### config.mk
export PLATFORM = sky130hd
export DESIGN_NAME = l2_arbiter_flat
export DESIGN_NICKNAME = d
export VERILOG_FILES = /design/src/rtl/l2_arbiter_if.sv /design/src/rtl/l2_arbiter.sv /design/src/flat_wrapper.sv
export SDC_FILE = /design/constraint.sdc
export NUM_CORES = 1
export LEC_CHECK = 0
export CORE_AREA = 2 2 534 536
export DETAILED_ROUTE_END_ITERATION = 10
export DIE_AREA = 0 0 536 538
export PLACE_DENSITY_LB_ADDON = 0.25
export SLEW_MARGIN = 10
export SYNTH_ARGS = -nofsm -noshare
export SYNTH_HDL_FRONTEND = slang
export SYNTH_SLANG_ARGS = --single-unit
### constraint.sdc
create_clock -name clk -period 2.3 [get_ports clk]
set_clock_uncertainty 0.15 [all_clocks]
set_input_delay 0.345 -clock clk [delete_from_list [all_inputs] [get_ports clk]]
set_output_delay 0.345 -clock clk [all_outputs]
set_load 0.1 [all_outputs]
### src/rtl/l2_arbiter_if.sv
// Bus bundle for l2_arbiter: I-cache requester, D-cache requester and the shared L2 port.
// The slave modport is the arbiter's view; master is the caches-plus-L2 environment.
interface l2_arbiter_if;
  logic         i_read;
  logic [31:0]  i_address;
  logic [255:0] i_rdata;
  logic         i_resp;

  logic         d_read;
  logic         d_write;
  logic [31:0]  d_address;
  logic [255:0] d_wdata;
  logic [255:0] d_rdata;
  logic         d_resp;

  logic         mem_read;
  logic         mem_write;
  logic [31:0]  mem_address;
  logic [255:0] mem_wdata;
  logic [255:0] mem_rdata;
  logic         mem_resp;

  modport slave (
    input  i_read, i_address,
    output i_rdata, i_resp,
    input  d_read, d_write, d_address, d_wdata,
    output d_rdata, d_resp,
    output mem_read, mem_write, mem_address, mem_wdata,
    input  mem_rdata, mem_resp
  );

  modport master (
    output i_read, i_address,
    input  i_rdata, i_resp,
    output d_read, d_write, d_address, d_wdata,
    input  d_rdata, d_resp,
    input  mem_read, mem_write, mem_address, mem_wdata,
    output mem_rdata, mem_resp
  );
endinterface

### src/rtl/l2_arbiter.sv
// Shares one L2 line port between the I-cache and D-cache, one transaction at a time.
// RR_EN=1 alternates grants under contention; RR_EN=0 always favours the D side.
module l2_arbiter #(
  parameter bit RR_EN = 1'b1
) (
  input logic         clk,
  input logic         rst_n,
  l2_arbiter_if.slave bus
);
  // state  | meaning
  // IDLE   | no transaction; arbitrate on every edge
  // BUSY_I | I-side line read outstanding on L2
  // BUSY_D | D-side line read or write-back outstanding on L2
  // DONE_I | i_resp pulse, i_rdata valid
  // DONE_D | d_resp pulse, d_rdata valid
  typedef enum logic [2:0] {
    IDLE   = 3'd0,
    BUSY_I = 3'd1,
    BUSY_D = 3'd2,
    DONE_I = 3'd3,
    DONE_D = 3'd4
  } state_t;

  typedef enum logic {
    GNT_I = 1'b0,
    GNT_D = 1'b1
  } side_t;

  state_t        state_q;
  side_t         last_grant_q;
  logic          mem_read_q;
  logic          mem_write_q;
  logic [31:0]   mem_address_q;
  logic [255:0]  mem_wdata_q;
  logic [255:0]  i_rdata_q;
  logic [255:0]  d_rdata_q;
  logic          i_resp_q;
  logic          d_resp_q;

  logic          i_req;
  logic          d_req;
  logic          grant_i_d;
  logic          grant_d_d;

  assign i_req = bus.i_read;
  assign d_req = bus.d_read | bus.d_write;

  always_comb begin
    grant_i_d = 1'b0;
    grant_d_d = 1'b0;
    if (i_req && d_req) begin
      if (RR_EN && (last_grant_q == GNT_D)) grant_i_d = 1'b1;
      else                                  grant_d_d = 1'b1;
    end else if (i_req) begin
      grant_i_d = 1'b1;
    end else if (d_req) begin
      grant_d_d = 1'b1;
    end
  end

  always_ff @(posedge clk or negedge rst_n) begin
    if (!rst_n) begin
      state_q       <= IDLE;
      last_grant_q  <= GNT_I;
      mem_read_q    <= 1'b0;
      mem_write_q   <= 1'b0;
      mem_address_q <= '0;
      mem_wdata_q   <= '0;
      i_rdata_q     <= '0;
      d_rdata_q     <= '0;
      i_resp_q      <= 1'b0;
      d_resp_q      <= 1'b0;
    end else begin
      case (state_q)
        IDLE: begin
          if (grant_d_d) begin
            state_q       <= BUSY_D;
            last_grant_q  <= GNT_D;
            mem_address_q <= bus.d_address;
            // a simultaneous read and write-back request is served as the write-back
            if (bus.d_write) begin
              mem_write_q <= 1'b1;
              mem_wdata_q <= bus.d_wdata;
            end else begin
              mem_read_q  <= 1'b1;
            end
          end else if (grant_i_d) begin
            state_q       <= BUSY_I;
            last_grant_q  <= GNT_I;
            mem_address_q <= bus.i_address;
            mem_read_q    <= 1'b1;
          end
        end
        BUSY_I: begin
          if (bus.mem_resp) begin
            state_q     <= DONE_I;
            mem_read_q  <= 1'b0;
            mem_write_q <= 1'b0;
            i_rdata_q   <= bus.mem_rdata;
            i_resp_q    <= 1'b1;
          end
        end
        BUSY_D: begin
          if (bus.mem_resp) begin
            state_q     <= DONE_D;
            mem_read_q  <= 1'b0;
            mem_write_q <= 1'b0;
            if (mem_read_q) d_rdata_q <= bus.mem_rdata;
            d_resp_q    <= 1'b1;
          end
        end
        DONE_I: begin
          state_q  <= IDLE;
          i_resp_q <= 1'b0;
        end
        DONE_D: begin
          state_q  <= IDLE;
          d_resp_q <= 1'b0;
        end
        default: begin
          state_q     <= IDLE;
          mem_read_q  <= 1'b0;
          mem_write_q <= 1'b0;
          i_resp_q    <= 1'b0;
          d_resp_q    <= 1'b0;
        end
      endcase
    end
  end

  assign bus.mem_read    = mem_read_q;
  assign bus.mem_write   = mem_write_q;
  assign bus.mem_address = mem_address_q;
  assign bus.mem_wdata   = mem_wdata_q;
  assign bus.i_rdata     = i_rdata_q;
  assign bus.i_resp      = i_resp_q;
  assign bus.d_rdata     = d_rdata_q;
  assign bus.d_resp      = d_resp_q;
endmodule

### src/flat_wrapper.sv
// flat-port wrapper written by rule: the top's interface ports become plain ports
module l2_arbiter_flat 
#(
  parameter bit RR_EN = 1'b1
)
  (clk, rst_n, bus_i_read, bus_i_address, bus_i_rdata, bus_i_resp, bus_d_read, bus_d_write, bus_d_address, bus_d_wdata, bus_d_rdata, bus_d_resp, bus_mem_read, bus_mem_write, bus_mem_address, bus_mem_wdata, bus_mem_rdata, bus_mem_resp);
  l2_arbiter_if bus_i ();
  input logic clk;
  input logic rst_n;
  input wire logic [$bits(bus_i.i_read)-1:0] bus_i_read;
  input wire logic [$bits(bus_i.i_address)-1:0] bus_i_address;
  output wire logic [$bits(bus_i.i_rdata)-1:0] bus_i_rdata;
  output wire logic [$bits(bus_i.i_resp)-1:0] bus_i_resp;
  input wire logic [$bits(bus_i.d_read)-1:0] bus_d_read;
  input wire logic [$bits(bus_i.d_write)-1:0] bus_d_write;
  input wire logic [$bits(bus_i.d_address)-1:0] bus_d_address;
  input wire logic [$bits(bus_i.d_wdata)-1:0] bus_d_wdata;
  output wire logic [$bits(bus_i.d_rdata)-1:0] bus_d_rdata;
  output wire logic [$bits(bus_i.d_resp)-1:0] bus_d_resp;
  output wire logic [$bits(bus_i.mem_read)-1:0] bus_mem_read;
  output wire logic [$bits(bus_i.mem_write)-1:0] bus_mem_write;
  output wire logic [$bits(bus_i.mem_address)-1:0] bus_mem_address;
  output wire logic [$bits(bus_i.mem_wdata)-1:0] bus_mem_wdata;
  input wire logic [$bits(bus_i.mem_rdata)-1:0] bus_mem_rdata;
  input wire logic [$bits(bus_i.mem_resp)-1:0] bus_mem_resp;
  assign bus_i.i_read = bus_i_read;
  assign bus_i.i_address = bus_i_address;
  assign bus_i_rdata = bus_i.i_rdata;
  assign bus_i_resp = bus_i.i_resp;
  assign bus_i.d_read = bus_d_read;
  assign bus_i.d_write = bus_d_write;
  assign bus_i.d_address = bus_d_address;
  assign bus_i.d_wdata = bus_d_wdata;
  assign bus_d_rdata = bus_i.d_rdata;
  assign bus_d_resp = bus_i.d_resp;
  assign bus_mem_read = bus_i.mem_read;
  assign bus_mem_write = bus_i.mem_write;
  assign bus_mem_address = bus_i.mem_address;
  assign bus_mem_wdata = bus_i.mem_wdata;
  assign bus_i.mem_rdata = bus_mem_rdata;
  assign bus_i.mem_resp = bus_mem_resp;
  l2_arbiter #(.RR_EN(RR_EN)) u_core (.clk(clk), .rst_n(rst_n), .bus(bus_i));
endmodule
==> run metrics <==
status finished clean; drt pass-1 iters 5; cell taking the most area after synthesis dfrtp_1; worst skew pair latency roughly 800 ps; CP delay by family, top flip-flops; register area share after synthesis around 67%; vias approximately 24000; post-route ant nets 0; Yosys cell types 30; fmax about 450 MHz; final max-slew violation count 0; Avg Inst Size Synth between 15 and 20 um^2; 1st-iter DRT viols 773; core footprint 283000 um^2; die area 288000 um^2; Place WS -247 ps; fin crit share 95.8%; RSZ-0062 raised after global routing no; Nets 4323; setup ws final roughly 96 ps; initial antenna violation count 155; max-cap check violation count 0; # fillers 30717; placed cell area 47500 um^2; Post-CTS Setup Bufs 0; post-DP HPWL between 100 and 150 mm; CTS tree yes; Die Height 538 um; row cnt 196; Worst Path Arrival 1710 ps; Tot GR Track Use ~12%; drt via density 3.15; layout cell share with drive strength beyond 1 between 40% and 50%; final instance area between 50000 and 60000 um^2; TritonCTS Buffers roughly 110; grt total ovfl 0; IO Count around 1400; worst-path maximum fanout 2; critical path depth in cells 1; initial core utilization a little over a tenth; Hold Path Class in -> reg; final wirelength between 150 and 200 mm; Seq cells post-synth 808; Worst Max-Slew Pin Slew about 620 ps; maximum clock path buffer count 4; endpoint type of the worst setup path output pin; Critical Path, Cell by Cell buf_4; final setup fails 0; Worst R2R Path Depth 5; Synth Net Count 2391; slowest library cell on the worst path dfrtp_1; kind of critical path reg -> out; CP max stage delay 540 ps; P&R area growth vs syn 82.1%; # port buffers 1385; WHS 73.6 ps; final hold violation count 0; DRC 0; clock root buffer clkbuf_16; number of buffers and inverters on the critical path 1; r2r setup slk approximately 110 ps; number of global-route vias before repair 25252; synth top area cells dfrtp_1 67%, mux2_2 20%, mux2_1 8.5%; Worst EP required 1800 ps; wire per inst ~23 um; crit path time final 2200 ps; clk sinks 808; largest net degree at the start of global routing 100; H-tree levels 3; Die Width 536 um; Warnings, synthesis 0; first-pass GRT wire length 229 mm; Hold Path Stages 2; setup TNS 0 ps; Cells after Synth 1809; Reg clk slew, reported paths 60 ps; Cell Area, Synth between 30000 and 40000 um^2; gpl congestion 0.816; Synth top area share approximately two thirds; Slew headroom 58.6%; Setup crit start kind flip-flop
[Yosys cell counts, drive strengths merged]
cell / count
a22o: 1
mux2: 768
nand2: 4
nor4b: 1
nor2b: 1
o211ai: 1
mux2i: 32
clkbuf: 12
or3: 2
inv: 3
o31ai: 1
o21ai: 3
a211o: 1
o2bb2ai: 1
nor2: 3
nor3: 3
nand2b: 2
buf: 88
a21oi: 69
a31oi: 1
a21o: 1
a31o: 1
and4bb: 1
dfrtp: 808
nand4: 1
[kinds of logic (layout without fill, tap and decap cells)]
logic type	count (synthesis)	after routing	synth area share, %
DFF	808	808	66.6
muxes	800	800	29.5
and+or+nand+nor	18	18	0.379
AOI/OAI and AO/OA	80	80	1.40
buffers and inverters	103	2113	2.09
other	0	53	0
[worst paths after layout]
kind	start	to
min	bus_mem_rdata[62]	u_core.bus.i_rdata[62]
max reg2reg	u_core.state_q[0]	u_core.bus.i_rdata[143]
min in group asynchronous	rst_n	u_core.bus.mem_wdata[80]
max in group asynchronous	rst_n	u_core.bus.i_rdata[245]
max	u_core.bus.mem_wdata[59]	bus_mem_wdata[59]
min reg2reg	u_core.bus.i_rdata[129]	u_core.bus.i_rdata[129]
[stage by stage]
step / std cells / utilization (%)
after global placement: 6969 / 16.8
after global routing: 7608 / 19.5
after floorplan: 1809 / -
after detailed placement: 6969 / 16.8
after CTS: 7581 / 19.5
final: 7634 / 19.5
[layout make-up]
class	count	area, um^2	share of cell area (%)
clock buffer	156	3030	5.48
sequential	808	20200	36.6
antenna	53	133	0.240
inverter	3	11.3	0.0204
clock inverter	32	338	0.611
tap	3762	4710	8.51
timing repair buffer	1922	17300	31.3
multi-input combinational	898	9540	17.3
[registers in the layout, indices dropped and copies added (netlist names)]
name / flops
u_core.bus.mem_address: 32
u_core.bus.mem_wdata: 256
u_core.bus.mem_write: 1
u_core.state_q: 3
u_core.last_grant_q: 1
u_core.bus.d_resp: 1
u_core.bus.i_rdata: 256
u_core.bus.i_resp: 1
u_core.bus.d_rdata: 256
u_core.bus.mem_read: 1
[repair_timing]
item | in CTS | in global routing
cloned | 0 | 0
hold endpoints to repair | 1284 | 0
gates resized for setup | 1 | 1
setup endpoints to repair | 4 | 21
pin swaps | 0 | 1
hold buffers | 424 | 0
[cell usage in the layout (no fill, tap or decap), types with 4 or more instances in the layout]
| cell | Yosys | routed |
|---|---|---|
| a21oi_1 | 69 | 69 |
| buf_12 | 0 | 29 |
| buf_4 | 6 | 886 |
| bufinv_16 | 0 | 4 |
| clkbuf_1 | 12 | 33 |
| clkbuf_16 | 0 | 108 |
| clkbuf_8 | 0 | 15 |
| clkdlybuf4s50_1 | 0 | 580 |
| clkinv_2 | 0 | 14 |
| clkinvlp_4 | 0 | 6 |
| dfrtp_1 | 808 | 808 |
| diode_2 | 0 | 53 |
| dlygate4sd3_1 | 0 | 424 |
| mux2_1 | 229 | 229 |
| mux2_2 | 539 | 539 |
| mux2i_1 | 32 | 32 |
[metal layers]
layer  track usage (%)  routed length [um]  part of all wire (%)
met4              3.74                6060                   3.4
met1              12.9               66900                    38
met2              18.8               80600                    46
met5             0.362                 861                  0.49
met3              6.27               21600                    12
Power is left out: the tool's default activity adds up to more than one toggle a clock period on the data nets, which glitch-free logic cannot reach.
